### config.mk
export PLATFORM = sky130hd
export DESIGN_NAME = code_entry_unit_flat
export DESIGN_NICKNAME = d
export VERILOG_FILES = /design/src/rtl/lock_pkg.sv /design/src/rtl/code_entry_unit_if.sv /design/src/rtl/btn_pulse.sv /design/src/rtl/code_entry_unit.sv /design/src/flat_wrapper.sv
export SDC_FILE = /design/constraint.sdc
export NUM_CORES = 1
export LEC_CHECK = 0
export ABC_AREA = 1
export CAP_MARGIN = 20
export CORE_MARGIN = 2
export CORE_UTILIZATION = 50
export DETAILED_ROUTE_END_ITERATION = 8
export GPL_TIMING_DRIVEN = 0
export PLACE_DENSITY = 0.66
export SETUP_SLACK_MARGIN = 0.1
export SLEW_MARGIN = 25
export SYNTH_ARGS = -nofsm -noshare
export SYNTH_HDL_FRONTEND = slang
export SYNTH_SLANG_ARGS = --single-unit
export TNS_END_PERCENT = 1
### constraint.sdc
create_clock -name clock -period 3.3 [get_ports clock]
set_input_delay 0.99 -clock clock [delete_from_list [all_inputs] [get_ports clock]]
set_output_delay 0.99 -clock clock [all_outputs]
set_load 0.005 [all_outputs]
### src/rtl/lock_pkg.sv
// Shared definitions for the keypad code-entry path: entry FSM states and code geometry.
package lock_pkg;
    localparam int CODE_LEN  = 4;
    localparam int DIGIT_W   = 4;
    localparam int MAX_DIGIT = 9;
    localparam logic [CODE_LEN*DIGIT_W-1:0] DEFAULT_CODE = 16'h1234;

    typedef enum logic [1:0] {
        EMPTY,
        COLLECT,
        FULL,
        FLUSH
    } entry_state_t;
endpackage

### src/rtl/code_entry_unit_if.sv
// Keypad/button side and lock-FSM side signals of the code entry unit.
interface code_entry_unit_if;
    import lock_pkg::*;

    logic               digit_valid;
    logic [DIGIT_W-1:0] digit;
    logic               clear_btn;
    logic               enter_btn;
    logic               change_btn;
    logic               enable;
    logic               enter;
    logic               change;
    logic               Compare;
    logic [2:0]         digit_count;
    logic               bad_digit;

    modport master (
        output digit_valid, digit, clear_btn, enter_btn, change_btn, enable,
        input  enter, change, Compare, digit_count, bad_digit
    );

    modport slave (
        input  digit_valid, digit, clear_btn, enter_btn, change_btn, enable,
        output enter, change, Compare, digit_count, bad_digit
    );
endinterface

### src/rtl/btn_pulse.sv
// Two-flop synchronizer plus registered rising-edge detector for a raw button level.
module btn_pulse (
    input  logic clock,
    input  logic reset,
    input  logic btn_raw,
    output logic pulse
);
    logic       sync1_reg;
    logic       sync2_reg;
    logic       prev_reg;
    logic       armed_reg;
    logic       pulse_reg;
    logic [1:0] fill_reg;

    // armed_reg only sets once the synchronizer holds a genuine released level,
    // so a button held through reset cannot fire until it is released.
    always_ff @(posedge clock) begin
        if (reset) begin
            sync1_reg <= 1'b0;
            sync2_reg <= 1'b0;
            prev_reg  <= 1'b0;
            armed_reg <= 1'b0;
            pulse_reg <= 1'b0;
            fill_reg  <= 2'b00;
        end else begin
            sync1_reg <= btn_raw;
            sync2_reg <= sync1_reg;
            prev_reg  <= sync2_reg;
            fill_reg  <= {fill_reg[0], 1'b1};
            if (fill_reg[1] && !sync2_reg) begin
                armed_reg <= 1'b1;
            end
            pulse_reg <= sync2_reg & ~prev_reg & armed_reg;
        end
    end

    assign pulse = pulse_reg;
endmodule

### src/rtl/code_entry_unit.sv
// Collects BCD keypad digits, compares them with the stored code and turns the
// raw clear/enter/change buttons into single-cycle pulses for the lock FSM.
module code_entry_unit #(
    parameter int CODE_LEN = lock_pkg::CODE_LEN,
    parameter int DIGIT_W  = lock_pkg::DIGIT_W,
    parameter logic [CODE_LEN*DIGIT_W-1:0] DEFAULT_CODE = lock_pkg::DEFAULT_CODE
) (
    input logic             clock,
    input logic             reset,
    code_entry_unit_if.slave bus
);
    localparam int BUF_W = CODE_LEN * DIGIT_W;
    localparam logic [2:0]         LAST_COUNT  = 3'(CODE_LEN - 1);
    localparam logic [DIGIT_W-1:0] MAX_DIGIT_V = DIGIT_W'(lock_pkg::MAX_DIGIT);

    lock_pkg::entry_state_t state_reg, state_next;
    logic [BUF_W-1:0] buffer_reg, buffer_next;
    logic [BUF_W-1:0] stored_reg, stored_next;
    logic [2:0]       count_reg, count_next;
    logic             bad_reg, bad_next;

    logic [2:0] raw_btn;
    logic [2:0] btn_pulses;
    logic       clear_p;
    logic       enter_p;
    logic       change_p;

    assign raw_btn = {bus.change_btn, bus.enter_btn, bus.clear_btn};

    generate
        for (genvar gi = 0; gi < 3; gi++) begin : g_btn
            btn_pulse u_btn_pulse (
                .clock  (clock),
                .reset  (reset),
                .btn_raw(raw_btn[gi]),
                .pulse  (btn_pulses[gi])
            );
        end
    endgenerate

    assign clear_p  = btn_pulses[0];
    assign enter_p  = btn_pulses[1];
    assign change_p = btn_pulses[2];

    always_ff @(posedge clock) begin
        if (reset) begin
            state_reg  <= lock_pkg::EMPTY;
            buffer_reg <= '0;
            stored_reg <= DEFAULT_CODE;
            count_reg  <= 3'd0;
            bad_reg    <= 1'b0;
        end else begin
            state_reg  <= state_next;
            buffer_reg <= buffer_next;
            stored_reg <= stored_next;
            count_reg  <= count_next;
            bad_reg    <= bad_next;
        end
    end

    // Priority: enter/change, then clear, then digit entry.
    always_comb begin
        state_next  = state_reg;
        buffer_next = buffer_reg;
        stored_next = stored_reg;
        count_next  = count_reg;
        bad_next    = 1'b0;

        if (enter_p || change_p) begin
            if (bus.enable && (state_reg == lock_pkg::FULL)) begin
                stored_next = buffer_reg;
            end
            state_next  = lock_pkg::FLUSH;
            buffer_next = '0;
            count_next  = 3'd0;
        end else if (state_reg == lock_pkg::FLUSH) begin
            state_next  = lock_pkg::EMPTY;
            buffer_next = '0;
            count_next  = 3'd0;
        end else if (clear_p) begin
            state_next  = lock_pkg::EMPTY;
            buffer_next = '0;
            count_next  = 3'd0;
        end else if (bus.digit_valid &&
                     ((state_reg == lock_pkg::EMPTY) || (state_reg == lock_pkg::COLLECT))) begin
            if (bus.digit <= MAX_DIGIT_V) begin
                buffer_next = {buffer_reg[BUF_W-DIGIT_W-1:0], bus.digit};
                count_next  = count_reg + 3'd1;
                state_next  = (count_reg == LAST_COUNT) ? lock_pkg::FULL : lock_pkg::COLLECT;
            end else begin
                bad_next = 1'b1;
            end
        end
    end

    assign bus.enter       = enter_p;
    assign bus.change      = change_p;
    assign bus.Compare     = (state_reg == lock_pkg::FULL) && (buffer_reg == stored_reg);
    assign bus.digit_count = count_reg;
    assign bus.bad_digit   = bad_reg;
endmodule

### src/flat_wrapper.sv
// flat-port wrapper written by rule: the top's interface ports become plain ports
module code_entry_unit_flat 
#(
    parameter int CODE_LEN = lock_pkg::CODE_LEN,
    parameter int DIGIT_W  = lock_pkg::DIGIT_W,
    parameter logic [CODE_LEN*DIGIT_W-1:0] DEFAULT_CODE = lock_pkg::DEFAULT_CODE
)
  (clock, reset, bus_digit_valid, bus_digit, bus_clear_btn, bus_enter_btn, bus_change_btn, bus_enable, bus_enter, bus_change, bus_Compare, bus_digit_count, bus_bad_digit);
  code_entry_unit_if bus_i ();
  input logic clock;
  input logic reset;
  input wire logic [$bits(bus_i.digit_valid)-1:0] bus_digit_valid;
  input wire logic [$bits(bus_i.digit)-1:0] bus_digit;
  input wire logic [$bits(bus_i.clear_btn)-1:0] bus_clear_btn;
  input wire logic [$bits(bus_i.enter_btn)-1:0] bus_enter_btn;
  input wire logic [$bits(bus_i.change_btn)-1:0] bus_change_btn;
  input wire logic [$bits(bus_i.enable)-1:0] bus_enable;
  output wire logic [$bits(bus_i.enter)-1:0] bus_enter;
  output wire logic [$bits(bus_i.change)-1:0] bus_change;
  output wire logic [$bits(bus_i.Compare)-1:0] bus_Compare;
  output wire logic [$bits(bus_i.digit_count)-1:0] bus_digit_count;
  output wire logic [$bits(bus_i.bad_digit)-1:0] bus_bad_digit;
  assign bus_i.digit_valid = bus_digit_valid;
  assign bus_i.digit = bus_digit;
  assign bus_i.clear_btn = bus_clear_btn;
  assign bus_i.enter_btn = bus_enter_btn;
  assign bus_i.change_btn = bus_change_btn;
  assign bus_i.enable = bus_enable;
  assign bus_enter = bus_i.enter;
  assign bus_change = bus_i.change;
  assign bus_Compare = bus_i.Compare;
  assign bus_digit_count = bus_i.digit_count;
  assign bus_bad_digit = bus_i.bad_digit;
  code_entry_unit #(.CODE_LEN(CODE_LEN), .DIGIT_W(DIGIT_W), .DEFAULT_CODE(DEFAULT_CODE)) u_core (.clock(clock), .reset(reset), .bus(bus_i));
endmodule
==> results.yml <==
drt:
  vias: 1681
  routed_wl_um: 4300
  drtAntennaViolNets: 0
  initialDrtViolationCount: 79
  dr.pass1.iters: 5
  drc_errors: 0
  avgViaCountPerCell: 4.93
  wl_per_cell_um: 12.6
worst_setup_path:
  cp-end-kind: "primary output"
  worstPathRequired_ps: 2310
  rrSetupSlack_ps: 2000
  start_kind: "register"
  cp_max_fo: 3
  r2r_cells: 6
  worstSetupPathType: "register to primary output"
  timing.rr.end: "u_core.buffer_reg[1]"
  critPathArrivalTime_ps: 1780
  reg2reg_from: "u_core.g_btn[2].u_btn_pulse.pulse"
synthesis:
  syn-num-nets: 279
  yosysUniqueCellTypes: 25
  syn_avg_cell_area_um2: 7.92
  synth_top_area_share_pct: 52.3
  yosysSeqAreaShare_pct: 52.3
  syn_area_um2: 2110
  synth_seq_cells: 55
  synth_area_leaders: "dfxtp_1 52%, nand2_1 7.8%, a21oi_1 6.7%, nor2_1 6.1%, inv_1 5.2%"
  yosys_warnings: 0
  netlist_instances: 266
  synth_area_leader_cell: "dfxtp_1"
pwr:
  irDropWorstVdd_v: 0.000294
  powerDensity_nw_per_um2: 494
  power_leakage_nw: 1.02
layout:
  final-seq-area_um2: 1100
  stdcell_count: 341
  nets: 303
  area_growth_pct: 15.8
  multiInputGateArea_um2: 817
  drive_gt1_share_pct: 9.62
  mostFrequentLayoutCell: "dfxtp_1"
  final_core_utilization_pct: 60.6
  mostFrequentLayoutCells: "55 x dfxtp_1, 44 x nand2_1, 34 x nor2_1"
  n_fill_cell: 382
  antenna_cells: 0
global_route:
  grt_pass1_vias: 1521
  grt.total_usage_pct: 20.0
  overflow: 0
  grt_pass1_wl_um: 6960
  grt_antenna_before_repair: 0
  grt_max_degree: 16
clocking:
  cts.clk_slew.worst_paths_ps: 90
  postCtsResizedCells: 0
  cts_tree: "yes"
  numCtsBuffers: 5
  cts_root_buf: "clkbuf_8"
  cts.sinks: 55
  htree_levels: 2
  clk_latency_ps: 300
  cts_setup_buffers: 0
  clockBufferDepth: 2
  cts-hold-fix-buffers: 0
sta:
  min_period_ps: 2770
  maxSlewHeadroom_pct: 74.1
  fmax_mhz: 361
  worst_slew_pin_slew_ps: 388
  post-route-period-util_pct: 84.0
  hold_viol_final: 0
  fin_ws_ps: 528
  maxSlewViolCount: 0
  fin_skew_ps: 7.74
  rsz0062_at_grt: "false"
  fin_tns_setup_ps: 0
  setup-violations-final: 0
die:
  die_x_um: 68.9
  die_y_um: 68.9
  rows: 23
  core_area_um2: 4030
  start_util_pct: 52.3
  die_area_um2: 4750
  io_pins: 18
hold_path:
  hold_path_depth: 1
  hold-path-endpoint: "u_core.g_btn[1].u_btn_pulse.pulse"
  hp-class: "register to register"
  hold_start: "u_core.g_btn[1].u_btn_pulse.prev_reg"
placed_design:
  post-place-ws_ps: 849
  dp.cells: 333
  place_hpwl_um: 3030
  place.port_buffers: 17
  gp_congestion: 0.799
run_status:
  outcome: "complete, no violations"
job:
  drv_cap: 0
## final cells by class
type | instances | area share (%)
sequential | 55 | 45.1
inverter | 34 | 5.23
tap | 50 | 2.56
multi-input combinational | 168 | 33.5
timing repair buffer | 17 | 6.97
buffer | 9 | 2.51
clock buffer | 8 | 4.10
## critical path, cell delays in order, from the launching register on
cell and delay [ps]:
dfxtp_1 390, inv_2 60, nor2_2 110, nand2_1 80
nor2_1 110, nand3_1 110, nor2_1 120, clkdlybuf4s50_1 500
## where the power goes
part,internal [mW],total (mW),switching (mW)
clock network,0.192,0.395,0.203
logic,0.0460,0.107,0.0610
registers,0.688,0.704,0.0152
total,0.926,1.21,0.279
## synthesized netlist by cell type
library cell and count:
nor3_1 1, o31ai_1 1, xnor2_1 7, nor2_1 34, a21oi_1 28, xor2_1 1, nor2_2 4, nand4_1 1
o211ai_1 3, inv_1 29, buf_1 1, nand3_1 5, or2_1 1, buf_6 2, nand2_2 4, ha_1 2
buf_4 2, o21ai_1 10, o21ai_0 17, inv_2 5, dfxtp_1 55, nand2_1 44, nor4_1 3, buf_2 4
o22ai_1 2
## per-layer routing
layer	vias up	wire length [um]	track usage, %
met5	-	0	0
met4	0	29	7.11
met3	4	199	4.06
met2	34	2000	31.7
met1	750	2070	27.1
li1	893	-	-
## cell families (layout without fill, tap and decap cells)
group / after synthesis / count (layout) / synth area share, %
DFF: 55 / 55 / 52.3
AOI/OAI and AO/OA: 61 / 61 / 15.1
buffers and inverters: 43 / 68 / 8.97
adders and majority gates: 2 / 2 / 1.19
and+or+nand+nor: 97 / 97 / 19.2
xor gates and xnor gates: 8 / 8 / 3.33
## worst max-delay path by stage
stage,start,end,slack [ps],cells past startpoint
final,u_core.state_reg[1],bus_Compare,530,7
after global routing,u_core.state_reg[1],bus_Compare,380,7
after CTS,u_core.state_reg[1],bus_Compare,500,7
after detailed placement,u_core.state_reg[1],bus_Compare,850,7
after global placement,u_core.state_reg[1],bus_Compare,820,7
after floorplan,u_core.state_reg[1],bus_Compare,1470,6
## per-stage QoR
| step | total power, mW | instance area, um2 | hold slack (ps) |
|---|---|---|---|
| floorplan | 0.784 | 2110 | 374 |
| finish | 1.21 | 2440 | 388 |
| global route | 1.25 | 2440 | 413 |
| CTS | 1.21 | 2440 | 396 |
| global placement | 0.823 | 2340 | 383 |
| detailed placement | 0.825 | 2340 | 387 |
Note: power is estimated with default switching activity, not from simulation.
==> RTL edit (same flow settings) <==
Change the package constant `DIGIT_W` from 4 to 6.
--- a/src/rtl/lock_pkg.sv
+++ b/src/rtl/lock_pkg.sv
@@ -2,5 +2,5 @@
 package lock_pkg;
     localparam int CODE_LEN  = 4;
-    localparam int DIGIT_W   = 4;
+    localparam int DIGIT_W   = 6;
     localparam int MAX_DIGIT = 9;
     localparam logic [CODE_LEN*DIGIT_W-1:0] DEFAULT_CODE = 16'h1234;
Interface: changed (resized bus_digit); port bits go from 18 to 20. The function was not compared with the original's and may differ.
==> RTL edit against the unedited design <==
Die area up 37%; cell area up 39%; clock power rose by 53%; wire length up 49%; sequential cell count rose by 16; critical path depth increased by 2; power increased by 29%; sequential share of layout area shrank 3.2 points; synthesized area is 40% higher; synthesized cell count up 57%; clock skew increased by 0.00068 ns; worst setup slack got worse by 0.15 ns; critical path type unchanged.
==> RTL edit: results (changes against the unedited design) <==
[sta]
tightest_slew_ns=0.547  ; +0.159 ns
final-setup-viol-count=0  ; unchanged

[power_and_ir_drop]
peakVddDrop_uv=255  ; -13%
leakagePower_nw=1.41  ; +38%

[routing]
routed_via_density=4.73  ; -4.1%
wire_per_inst_um=12.3  ; -2.8%
first_pass_iters=4  ; -1
drt-initial-drc-count=130  ; +65%

[place]
placed_area_um2=3220  ; +38%
port-buffer-count=19  ; +2
dpl.hpwl_um=4500  ; +49%
place_ws_ns=0.753  ; -0.0960 ns
numPlacedInstances=509  ; +53%
place.gp.congestion=0.826  ; +3.4%

[layout]
num-fill-cells=566  ; +48%
nets=463  ; +53%

[clocking]
clkTransAtPathRegs_ns=0.07  ; -0.02 ns
cts_buffers=9  ; +4
htreeDepth=3  ; +1

[synthesis]
netlist_top_cells_count=131 x nand2_1, 71 x dfxtp_1, 67 x inv_1
synth_cells=418  ; +57%
synth.yosys.seq_area_share_pct=48.3  ; -4.0 points
synth_area_leaders=dfxtp_1 48%, nand2_1 17%, a21oi_1 9.0%
synth_cell_types=26  ; +4.0%
synth_nets=433  ; +55%

[setup_path]
crit_fanout=5  ; +2
cp_data_arrival_time_ns=1.93  ; +0.15 ns

[outcome]
status=complete, no violations

[grt]
grtUsageTotal_pct=22.3  ; +2.3 points
grt_pass1_vias=2226  ; +46%
grt_max_degree=12  ; -4
grt_pass1_wl_um=10800  ; +55%

RTL edit: cell count changes in the layout (fill, tap and decap cells not counted), sizes merged, moves of 2 or more:
cell | before | now
clkbuf | 8 | 18
clkinv | 0 | 3
inv | 34 | 71
o22ai | 2 | 0
nand3 | 5 | 3
o211ai | 3 | 1
dfxtp | 55 | 71
a21oi | 28 | 53
nand2 | 48 | 132
nor2 | 38 | 35
xnor2 | 7 | 0
clkdlybuf4s50 | 17 | 19
RTL edit: worst max-delay path, cell delays in order (launching register included):
cell and delay [ns]:
dfxtp_1 0.46, inv_1 0.06, nand2_1 0.06, nand2_1 0.05
nor2_1 0.09, nand2_1 0.05, nor2_1 0.09, nand2_1 0.10
nor2_1 0.12, clkdlybuf4s50_1 0.52
RTL edit: final timing paths:
| kind | startpoint | end | slack [ns] | cells after the start |
|---|---|---|---|---|
| worst min-delay path | u_core.g_btn[1].u_btn_pulse.prev_reg$_SDFF_PP0_ | u_core.g_btn[1].u_btn_pulse.pulse$_SDFF_PP0_ | 0.39 | 1 |
| worst max register to register | u_core.state_reg[1]$_SDFFE_PP0P_ | u_core.stored_reg[1]$_SDFFE_PP0P_ | 1.92 | 6 |
| worst max-delay path | u_core.buffer_reg[16]$_SDFFE_PP0P_ | bus_Compare | 0.38 | 9 |
| worst min register to register | u_core.g_btn[1].u_btn_pulse.prev_reg$_SDFF_PP0_ | u_core.g_btn[1].u_btn_pulse.pulse$_SDFF_PP0_ | 0.39 | 1 |
RTL edit: per-layer routing:
| metal | up-vias | part of all wire (%) | track usage (%) |
|---|---|---|---|
| met5 | - | 0 | 0 |
| met4 | 0 | 1.7 | 7.63 |
| met3 | 11 | 4.6 | 6.29 |
| met2 | 38 | 45 | 34.9 |
| met1 | 1087 | 48 | 29.7 |
| li1 | 1342 | - | - |
RTL edit: cell type report:
type                       count  area, um^2  share of cell area [%]
clock buffer                  11         141                    4.17
multi-input combinational    261        1150                    34.1
buffer                        15         101                    2.99
tap                           72        90.1                    2.66
sequential                    71        1420                    42.0
timing repair buffer          19         190                    5.62
inverter                      71         267                    7.87
clock inverter                 4        22.5                   0.665
RTL edit: cells by family (layout without fill, tap and decap cells):
kind of cell / count (synthesis) / count (layout) / share of synthesized area [%]
buffers and inverters: 86 / 120 / 12.5
DFF: 71 / 71 / 48.3
AOI/OAI and AO/OA: 81 / 81 / 14.0
xor gates and xnor gates: 1 / 1 / 0.298
adders and majority gates: 2 / 2 / 0.850
and+or+nand+nor: 177 / 177 / 24.1
RTL edit: report_power, final:
part,total [W],leakage (nW),switching (W),internal (W)
Sequential,0.000875,0.575,0.00000612,0.000869
Clock,0.000604,0.0850,0.000318,0.000285
Combinational,0.0000805,0.752,0.0000466,0.0000339
Total,0.00156,1.41,0.000371,0.00119
